**src/rtl/seg_scan_ctrl.sv**
```systemverilog
// seg_scan_ctrl: time-multiplexed scan of N_DIGITS common-anode digits through one shared decoder
//   clk, reset (async, active-high); en scan enable; load/digits_in new score codes;
//   lz_blank leading-zero blanking; code_out shared decoder code; an_n active-low digit enables;
//   digit_idx scanned digit; frame_done end-of-frame pulse; upd_ack new-data-active pulse.
module seg_scan_ctrl #(
  parameter int N_DIGITS  = 4,
  parameter int IDX_W     = 2,
  parameter int DWELL     = 50000,
  parameter int BLANK_CYC = 500,
  parameter int CNT_W     = 16
) (
  input  logic                  clk,
  input  logic                  reset,
  input  logic                  en,
  input  logic                  load,
  input  logic [N_DIGITS*4-1:0] digits_in,
  input  logic                  lz_blank,
  output logic [3:0]            code_out,
  output logic [N_DIGITS-1:0]   an_n,
  output logic [IDX_W-1:0]      digit_idx,
  output logic                  frame_done,
  output logic                  upd_ack
);
  typedef enum logic [1:0] {IDLE, SHOW, BLANK} state_t;
  localparam logic [CNT_W-1:0] SHOW_LAST = CNT_W'(DWELL - 1);
  localparam logic [CNT_W-1:0] BLANK_LAST = CNT_W'(BLANK_CYC > 0 ? BLANK_CYC - 1 : 0);
  localparam logic [IDX_W-1:0] IDX_LAST = IDX_W'(N_DIGITS - 1);
  localparam logic [N_DIGITS*4-1:0] ZEROS = {N_DIGITS{4'b0001}};
  state_t                state_q, state_d;
  logic [IDX_W-1:0]      idx_q, idx_d;
  logic [CNT_W-1:0]      cnt_q, cnt_d;
  logic [N_DIGITS*4-1:0] act_q, act_d, pend_q, pend_d;
  logic                  pflag_q, pflag_d;
  logic [3:0]            code_q, code_d;
  logic [N_DIGITS-1:0]   an_q, an_d, lz_mask;
  logic                  fd_q, fd_d, ack_q, ack_d;
  logic                  adv, boundary, above;
  always_ff @(posedge clk or posedge reset) begin
    if (reset) begin
      state_q <= IDLE;
      idx_q   <= '0;
      cnt_q   <= '0;
      act_q   <= ZEROS;
      pend_q  <= ZEROS;
      pflag_q <= 1'b0;
      code_q  <= 4'b0001;
      an_q    <= '1;
      fd_q    <= 1'b0;
      ack_q   <= 1'b0;
    end else begin
      state_q <= state_d;
      idx_q   <= idx_d;
      cnt_q   <= cnt_d;
      act_q   <= act_d;
      pend_q  <= pend_d;
      pflag_q <= pflag_d;
      code_q  <= code_d;
      an_q    <= an_d;
      fd_q    <= fd_d;
      ack_q   <= ack_d;
    end
  end
  // With no blanking gap the end of a dwell is itself the advance step.
  always_comb begin
    adv = (state_q == SHOW && cnt_q == SHOW_LAST && BLANK_CYC == 0) ||
          (state_q == BLANK && cnt_q == BLANK_LAST);
    boundary = en && adv && idx_q == IDX_LAST;
    state_d = state_q;
    idx_d = idx_q;
    cnt_d = '0;
    if (!en) begin
      state_d = IDLE;
      idx_d = '0;
    end else if (state_q == IDLE) begin
      state_d = SHOW;
      idx_d = '0;
    end else if (adv) begin
      state_d = SHOW;
      idx_d = boundary ? '0 : idx_q + 1'b1;
    end else if (state_q == SHOW && cnt_q == SHOW_LAST) begin
      state_d = BLANK;
    end else begin
      cnt_d = cnt_q + 1'b1;
    end
  end
  // The boundary consumes the pending set from before this edge; a coincident load re-arms it.
  always_comb begin
    act_d = act_q;
    pend_d = pend_q;
    pflag_d = pflag_q;
    fd_d = boundary;
    ack_d = 1'b0;
    if (boundary && pflag_q) begin
      act_d = pend_q;
      pflag_d = 1'b0;
      ack_d = 1'b1;
    end
    if (load && state_q == IDLE) begin
      act_d = digits_in;
      ack_d = 1'b1;
    end else if (load) begin
      pend_d = digits_in;
      pflag_d = 1'b1;
    end
  end
  // above tracks whether this digit and every higher digit hold the numeral-0 code.
  always_comb begin
    above = 1'b1;
    lz_mask = '0;
    for (int k = N_DIGITS - 1; k >= 0; k--) begin
      above = above && act_d[k*4 +: 4] == 4'b0001;
      lz_mask[k] = lz_blank && k != 0 && above;
    end
    an_d = '1;
    if (state_d == SHOW && !lz_mask[idx_d]) an_d[idx_d] = 1'b0;
    code_d = state_d == SHOW ? act_d[idx_d*4 +: 4] : code_q;
  end
  assign code_out = code_q;
  assign an_n = an_q;
  assign digit_idx = idx_q;
  assign frame_done = fd_q;
  assign upd_ack = ack_q;
endmodule

```
**config.mk**
```make
export PLATFORM = sky130hd
export DESIGN_NAME = seg_scan_ctrl
export DESIGN_NICKNAME = d
export VERILOG_FILES = /design/src/rtl/seg_scan_ctrl.sv
export SDC_FILE = /design/constraint.sdc
export NUM_CORES = 1
export LEC_CHECK = 0
export CORE_MARGIN = 8
export CORE_UTILIZATION = 40
export DETAILED_ROUTE_END_ITERATION = 8
export PLACE_DENSITY = 0.69
export SETUP_SLACK_MARGIN = 0.15
export SYNTH_ARGS = -nofsm -noshare
export SYNTH_HDL_FRONTEND = slang
export SYNTH_SLANG_ARGS = --single-unit
```
**constraint.sdc**
```tcl
create_clock -name clk -period 2.2 [get_ports clk]
set_input_delay 0.33 -clock clk [delete_from_list [all_inputs] [get_ports clk]]
set_output_delay 0.33 -clock clk [all_outputs]
set_load 0.03 [all_outputs]
```
==> summary.md, run 1 <==
| Metric | Value |
|---|---|
| Status | `finished, violations left` |
| Failing checks | `setup timing` |
| First-pass GRT wire length | `13500 um` |
| Clock-pin slew on the worst setup and hold paths | `~0.080 ns` |
| Pleak | `1.88 nW` |
| Final worst path period need | `2.32 ns` |
| Routed wire length per instance | `16.2 um` |
| Worst Hold Class | `in2async` |
| Clock power share | `37.3%` |
| Setup CP Type | `reg2reg` |
| Initial core utilization | `40.6%` |
| Final Skew | `0.0119 ns` |
| Finish-stage setup viols | `6` |
| Final Max Tran Viols | `0` |
| Seq. cell area | `between 1500 and 2000 um^2` |
| DRC violation count after routing | `0` |
| Reg power frac | `48.1%` |
| GRT Total Usage | `between 15 and 20%` |
| IR drop worst, VDD | `0.355 mV` |
| Worst endpoint required time | `2.47 ns` |
| Drt pass-1 iters | `4` |
| Fillers | `614` |
| RePlAce Congestion | `0.851` |
| Area share of the largest cell type after synthesis | `40.7%` |
| Worst-Skew Late Latency | `0.34 ns` |
| Yosys warns | `0` |
| Share of layout cells above drive strength 1 | `42.4%` |
| Post-route ant nets | `0` |
| Number of global-route vias before repair | `2791` |
| Count of cell types in the netlist | `between 40 and 50` |
| Largest net degree at the start of global routing | `27` |
| Sw Pwr | `just under 0.7 mW` |
| Initial antenna violation count | `0` |
| Die Area | `10700 um^2` |
| Worst setup SP type | `register` |
| Io pins | `33` |
| CTS tree | `built` |
| Chip height | `104 um` |
| Total global routing overflow | `0` |
| CTS H-tree lvls | `3` |
| CORE AREA | `between 7000 and 8000 um^2` |
| PortBufs | `32` |
| Fin. Hold Viols | `0` |
| Synth top area cells | `dfrtp_1, dfstp_2, mux2_2` |
| DR iter-0 viols | `130` |
| Final WS setup | `-0.119 ns` |
| Nets | `between 400 and 500` |
| Total Power | `2.73 mW` |
| Multi-input gate area in the final layout | `1630 um^2` |
| Seq/Total Area, Yosys | `51.9%` |
| Clock buffer depth | `2` |
| Syn_nets | `319` |
| Pwr dens | `around 610 nW/um^2` |
| Ant. Diodes | `0` |
| Mean Syn Cell Area | `~10 um^2` |
| Net switching fraction of the power | `between 20% and 30%` |
| Relative slew slack | `roughly two thirds` |
| Int Pwr | `slightly above 2 mW` |
| # hold bufs at CTS | `0` |
| Final worst-path cycle share | `105%` |
| CTS root buf | `clkbuf_8` |
| Post-synthesis async set-or-reset flop share | `100%` |
| Max Fclk | `431 MHz` |
| Most instantiated cells after synthesis | `dfrtp_1, nor2_1, nand3_1` |
| DR vias | `2647` |
| Mapped Area | `3070 um^2` |
| RSZ-0062 raised after global routing | `true` |
| P&R area growth vs syn | `46.7%` |
| Synth area leader | `dfrtp_1` |
| HPWL Detailed | `5620 um` |
| Syn Inst Count | `296` |
| Final Util | `59.5%` |
| Gate power share | `between 10% and 20%` |
| Final Non-Filler Cells | `501` |
| Clk sinks | `63` |
| CTS Buf Count | `9` |
| Die X | `a little over 100 um` |
| DRT Wirelength | `8140 um` |
| Worst-Margin Slew | `~0.49 ns` |
| Worst EP arrival | `2.59 ns` |
| Yosys reg bits | `63` |
| Row cnt | `32` |
| Max Cap Violations | `0` |
| Most common cell in the synthesized netlist | `dfrtp_1` |
| EDFF count, synth | `0` |
| Placed cell count | `471` |
| Via-to-Cell Ratio | `5.28` |
| Synth Flop Type | `dfrtp_1` |
| Crit path max fanout | `3` |
| CP Capture Type | `register` |
==> metal layers <==
layer / GRT usage [%] / part of all wire [%] / up-vias
met5: 0 / 0 / -
met4: 7.56 / 2.3 / 0
met3: 2.85 / 3.3 / 12
met2: 25.6 / 51 / 52
met1: 18.4 / 43 / 1324
li1: - / - / 1259
==> final timing paths <==
path                       slack [ns]  startpoint  cells after the start    endpoint
hold / removal                   0.33       reset                      2    act_q[3]
setup reg to reg                -0.12    cnt_q[1]                      9     an_n[2]
setup / recovery                -0.12    cnt_q[1]                      9     an_n[2]
max in group asynchronous        1.27       reset                      3     an_n[3]
min in group clk                 0.50  pend_q[11]                      1  pend_q[11]
hold reg to reg                  0.50  pend_q[11]                      1  pend_q[11]
==> metrics by stage <==
step           hold slack (ns)  setup TNS, ns  setup slack (ns)  area, um^2
4_1_cts                  0.337         -0.478            -0.113        4310
3_3_place_gp             0.483         -0.483            -0.159        3940
3_5_place_dp             0.493         -0.976            -0.263        3940
2_1_floorplan            0.433              0            0.0323        3120
5_1_grt                  0.397          -1.37            -0.242        4510
6_report                 0.329         -0.586            -0.119        4510
==> cell type report <==
class | count | area share (%)
Timing Repair Buffer | 103 | 20.6
Inverter | 5 | 0.417
Tap cell | 102 | 2.83
Sequential cell | 63 | 35.4
Multi-Input combinational cell | 212 | 36.3
Clock buffer | 12 | 3.44
Clock inverter | 4 | 1.00
==> registers in the layout, summed over array words and instances (netlist names) <==
register    count
an_n            4
pend_q         16
digit_idx       2
code_out        4
act_q          16
pflag_q         1
frame_done      1
upd_ack         1
cnt_q          16
state_q         2
==> worst max-delay path, cell delays in order, from the launching register on <==
cell and delay [ns]:
dfrtp_1 0.36, ha_2 0.19, nor4b_4 0.22, nand4_1 0.21, buf_4 0.21, o21ai_4 0.14
a31oi_4 0.10, or4b_4 0.56, nor2b_4 0.14, o211ai_2 0.12
==> cells in the final DEF (no fill, tap or decap), types with 3 or more instances in the layout <==
master | Yosys | routed
nand4b_1 | 3 | 3
nand4_1 | 5 | 5
dfstp_2 | 13 | 13
clkbuf_8 | 0 | 11
inv_1 | 5 | 4
o21ai_2 | 0 | 5
a31oi_1 | 16 | 7
mux2_2 | 16 | 16
a21oi_1 | 7 | 4
a21oi_4 | 1 | 3
buf_4 | 1 | 60
clkdlybuf4s50_1 | 0 | 32
xor2_1 | 8 | 8
nor2_1 | 43 | 40
o21ai_1 | 2 | 3
and3_1 | 12 | 12
nand3_2 | 1 | 4
and2_1 | 5 | 4
or2_1 | 4 | 4
nand3_1 | 24 | 20
a22oi_2 | 0 | 4
o21ai_0 | 17 | 10
nor2_2 | 0 | 3
dfrtp_1 | 50 | 48
clkinv_2 | 0 | 3
xnor2_1 | 5 | 5
nand2_1 | 8 | 7
mux2i_1 | 8 | 8
buf_6 | 0 | 7
a31oi_2 | 0 | 8
==> repair_timing <==
action / 4_1_cts / 5_1_grt
gates cloned: 0 / 1
gates resized for setup: 26 / 32
pin swaps: 22 / 24
endpoints found under the setup margin: 24 / 26
buffers inserted: 10 / 3
==> power groups by stage <==
stage	Clock [mW]	Combinational [mW]	Sequential [mW]
4_1_cts	1.05	0.367	1.31
5_1_grt	1.09	0.434	1.32
3_3_place_gp	0	0.342	1.33
2_1_floorplan	0	0.164	1.34
3_5_place_dp	0	0.351	1.33
6_report	1.02	0.398	1.32
==> kinds of logic (layout without fill, tap and decap cells) <==
logic type,after synthesis,after routing,synth area share [%]
and+or+nand+nor,121,121,21.9
DFF,63,63,51.9
AOI/OAI and AO/OA,52,52,10.4
adders and majority gates,2,2,0.815
xor gates and xnor gates,13,13,3.71
muxes,24,24,8.47
buffers and inverters,21,124,2.85
Note: power is estimated with default switching activity, not from simulation.
==> run 2, diff against run 1 <==
GPL_ROUTABILITY_DRIVEN = 0   (was unset)
==> results of run 2 <==
Same layout as run 1: the final DEF is identical, and so are final timing and power.
==> run 3, diff against run 2 <==
CELL_PAD_IN_SITES_DETAIL_PLACEMENT = 0   (was unset)
CELL_PAD_IN_SITES_GLOBAL_PLACEMENT = 1   (was unset)
PLACE_DENSITY = 0.83   (was 0.69)
==> run 3 against run 2 <==
The run still ends with setup timing left. Critical path depth unchanged. Register-to-register slack worse by 0.04 ns. Final cell count decreased by 0.60%. First-iteration DRC count decreased by 23%. Die area did not move. Core utilization decreased by 1.1 points. Clock skew decreased by 0.0058 ns. Worst setup slack lost 0.038 ns. Critical path type unchanged. Largest power group unchanged. Highest routed layer unchanged.
==> summary.md, run 3 (same netlist as run 1, synthesis figures left out) <==
| Metric | Value |
|---|---|
| Final worst path period need | `2.36 ns` |
| Most frequent cells in the layout | `buf_4, dfrtp_1, nor2_1` |
| Max Fclk | `424 MHz` |
| Final instance area | `between 4000 and 5000 um^2` |
| Drt pass-1 iters | `4` |
| Chip height | `104 um` |
| Pre-CTS WS | `-0.190 ns` |
| CP Capture Type | `register` |
| Row cnt | `32` |
| M3 GR Usage | `3.22%` |
| Relative slew slack | `66.6%` |
| Number of global-route vias before repair | `2770` |
| Share of layout cells above drive strength 1 | `roughly 40%` |
| Final Util | `58.4%` |
| Post-route ant nets | `0` |
| HPWL Detailed | `about 5500 um` |
| Fillers | `~630` |
| R2r worst-path depth | `9` |
| PortBufs | `32` |
| DRT Wirelength | `7980 um` |
| GR Util met1 | `17.5%` |
| Gr busiest metal | `met2` |
| Final worst-path cycle share | `107%` |
| First-pass GRT wire length | `~13000 um` |
| Worst endpoint required time | `around 2.5 ns` |
| Final Max Tran Viols | `0` |
| DRC violation count after routing | `0` |
| Pwr dens | `approximately 630 nW/um^2` |
| Io pins | `33` |
| Via-to-Cell Ratio | `5.19` |
| Ant. Diodes | `0` |
| Reg2reg start | `cnt_q[0]` |
| Final WS setup | `-0.157 ns` |
| Dpl cell area | `3970 um^2` |
| Final Skew | `0.00609 ns` |
| DR vias | `approximately 2600` |
| Clk sinks | `63` |
| DR iter-0 viols | `100` |
| Worst-Margin Slew | `0.500 ns` |
| Total global routing overflow | `0` |
| Worst-Skew Late Latency | `0.34 ns` |
| Routed wire length per instance | `16.0 um` |
| M2 GR Usage | `25.1%` |
| Most common cell after layout, fill and taps aside | `buf_4` |
| Fin. Hold Viols | `0` |
| Setup CP Type | `reg2reg` |
| CTS H-tree lvls | `3` |
| IR drop worst, VDD | `approximately 0.28 mV` |
| Worst setup SP type | `register` |
| Status | `finished, violations left` |
| RSZ-0062 raised after global routing | `true` |
| Clock-pin slew on the worst setup and hold paths | `around 0.070 ns` |
| Largest net degree at the start of global routing | `24` |
| Worst Hold Class | `in2async` |
| CTS Buf Count | `9` |
| CORE AREA | `between 7000 and 8000 um^2` |
| Max Cap Violations | `0` |
| Clock buffer depth | `2` |
| Initial antenna violation count | `0` |
| Regs by FF count | `act_q x16, cnt_q x16, pend_q x16` |
| Failing checks | `setup timing` |
| Die Area | `10700 um^2` |
| Finish-stage setup viols | `9` |
| Crit path max fanout | `5` |
| P&R area growth vs syn | `43.9%` |
| RR Endpoint | `an_n[2]` |
| Worst EP arrival | `2.63 ns` |
| GRT Total Usage | `14.8%` |
| Pleak | `around 1.8 nW` |
| Reg2Reg Setup Slack | `-0.16 ns` |
| Die X | `a little over 100 um` |
| CTS tree | `built` |
| Initial core utilization | `40.6%` |
| Nets | `414` |
| Setup TNS | `-0.998 ns` |
| CTS root buf | `clkbuf_8` |
==> run 3: changes by cell type in the layout (fill, tap and decap cells not counted), sizes merged <==
cell      previous run  this run
buf                 70        67
bufinv               1         2
clkbuf              13        10
clkinv               3         2
clkinvlp             0         2
or3                  1         2
==> run 3: final cells by class <==
type,count,area [um^2],share of cell area (%)
well taps,102,128,2.89
clock inverters,6,85.1,1.92
clock buffers,10,128,2.89
multi-input cells,213,1580,35.8
repair buffers,99,883,20.0
flip-flops and latches,63,1600,36.1
inverters,5,18.8,0.425
==> run 3: worst max-delay path: stages (launching register included) <==
cell,delay [ns]
dfrtp_1,0.36
ha_2,0.18
nor4b_4,0.24
nand4_1,0.22
buf_6,0.20
o21ai_2,0.13
a31oi_2,0.12
or4b_4,0.58
nor2b_4,0.14
o211ai_2,0.12
==> run 3: power by group <==
part           switching [mW]  total [mW]  leakage [nW]  internal [mW]
clock                   0.467        1.10         0.102          0.634
combinational           0.183       0.374         0.983          0.192
sequential             0.0423        1.31         0.750           1.27
==> run 3: worst max-delay path by stage <==
stage | slack, ns | start | to
2_1_floorplan | 0.03 | cnt_q[10] | code_out[0]
3_3_place_gp | -0.13 | en | an_n[2]
3_5_place_dp | -0.19 | en | an_n[2]
4_1_cts | -0.13 | cnt_q[0] | code_out[1]
5_1_grt | -0.27 | cnt_q[1] | code_out[2]
6_report | -0.16 | cnt_q[0] | an_n[2]
==> run 3: repair_timing <==
item                       CTS  global route
gates cloned                 0             1
pin swaps                   13            28
setup endpoints to repair   24            27
setup buffers                4             4
gates resized for setup     12            36
hold buffers                 0             0
==> run 3: per-layer routing <==
layer	share of wire, %	wire length (um)
met1	45	3590
met2	50	3980
met3	3.0	243
met4	2.0	159
met5	0	0
==> run 3: through the flow <==
step | hold slack, ns | instances | power (mW)
final | 0.331 | 498 | 2.79
after global routing | 0.397 | 498 | 2.90
after CTS | 0.338 | 493 | 2.79
after detailed placement | 0.491 | 473 | 1.68
after global placement | 0.486 | 473 | 1.67
after floorplan | 0.433 | 296 | 1.51
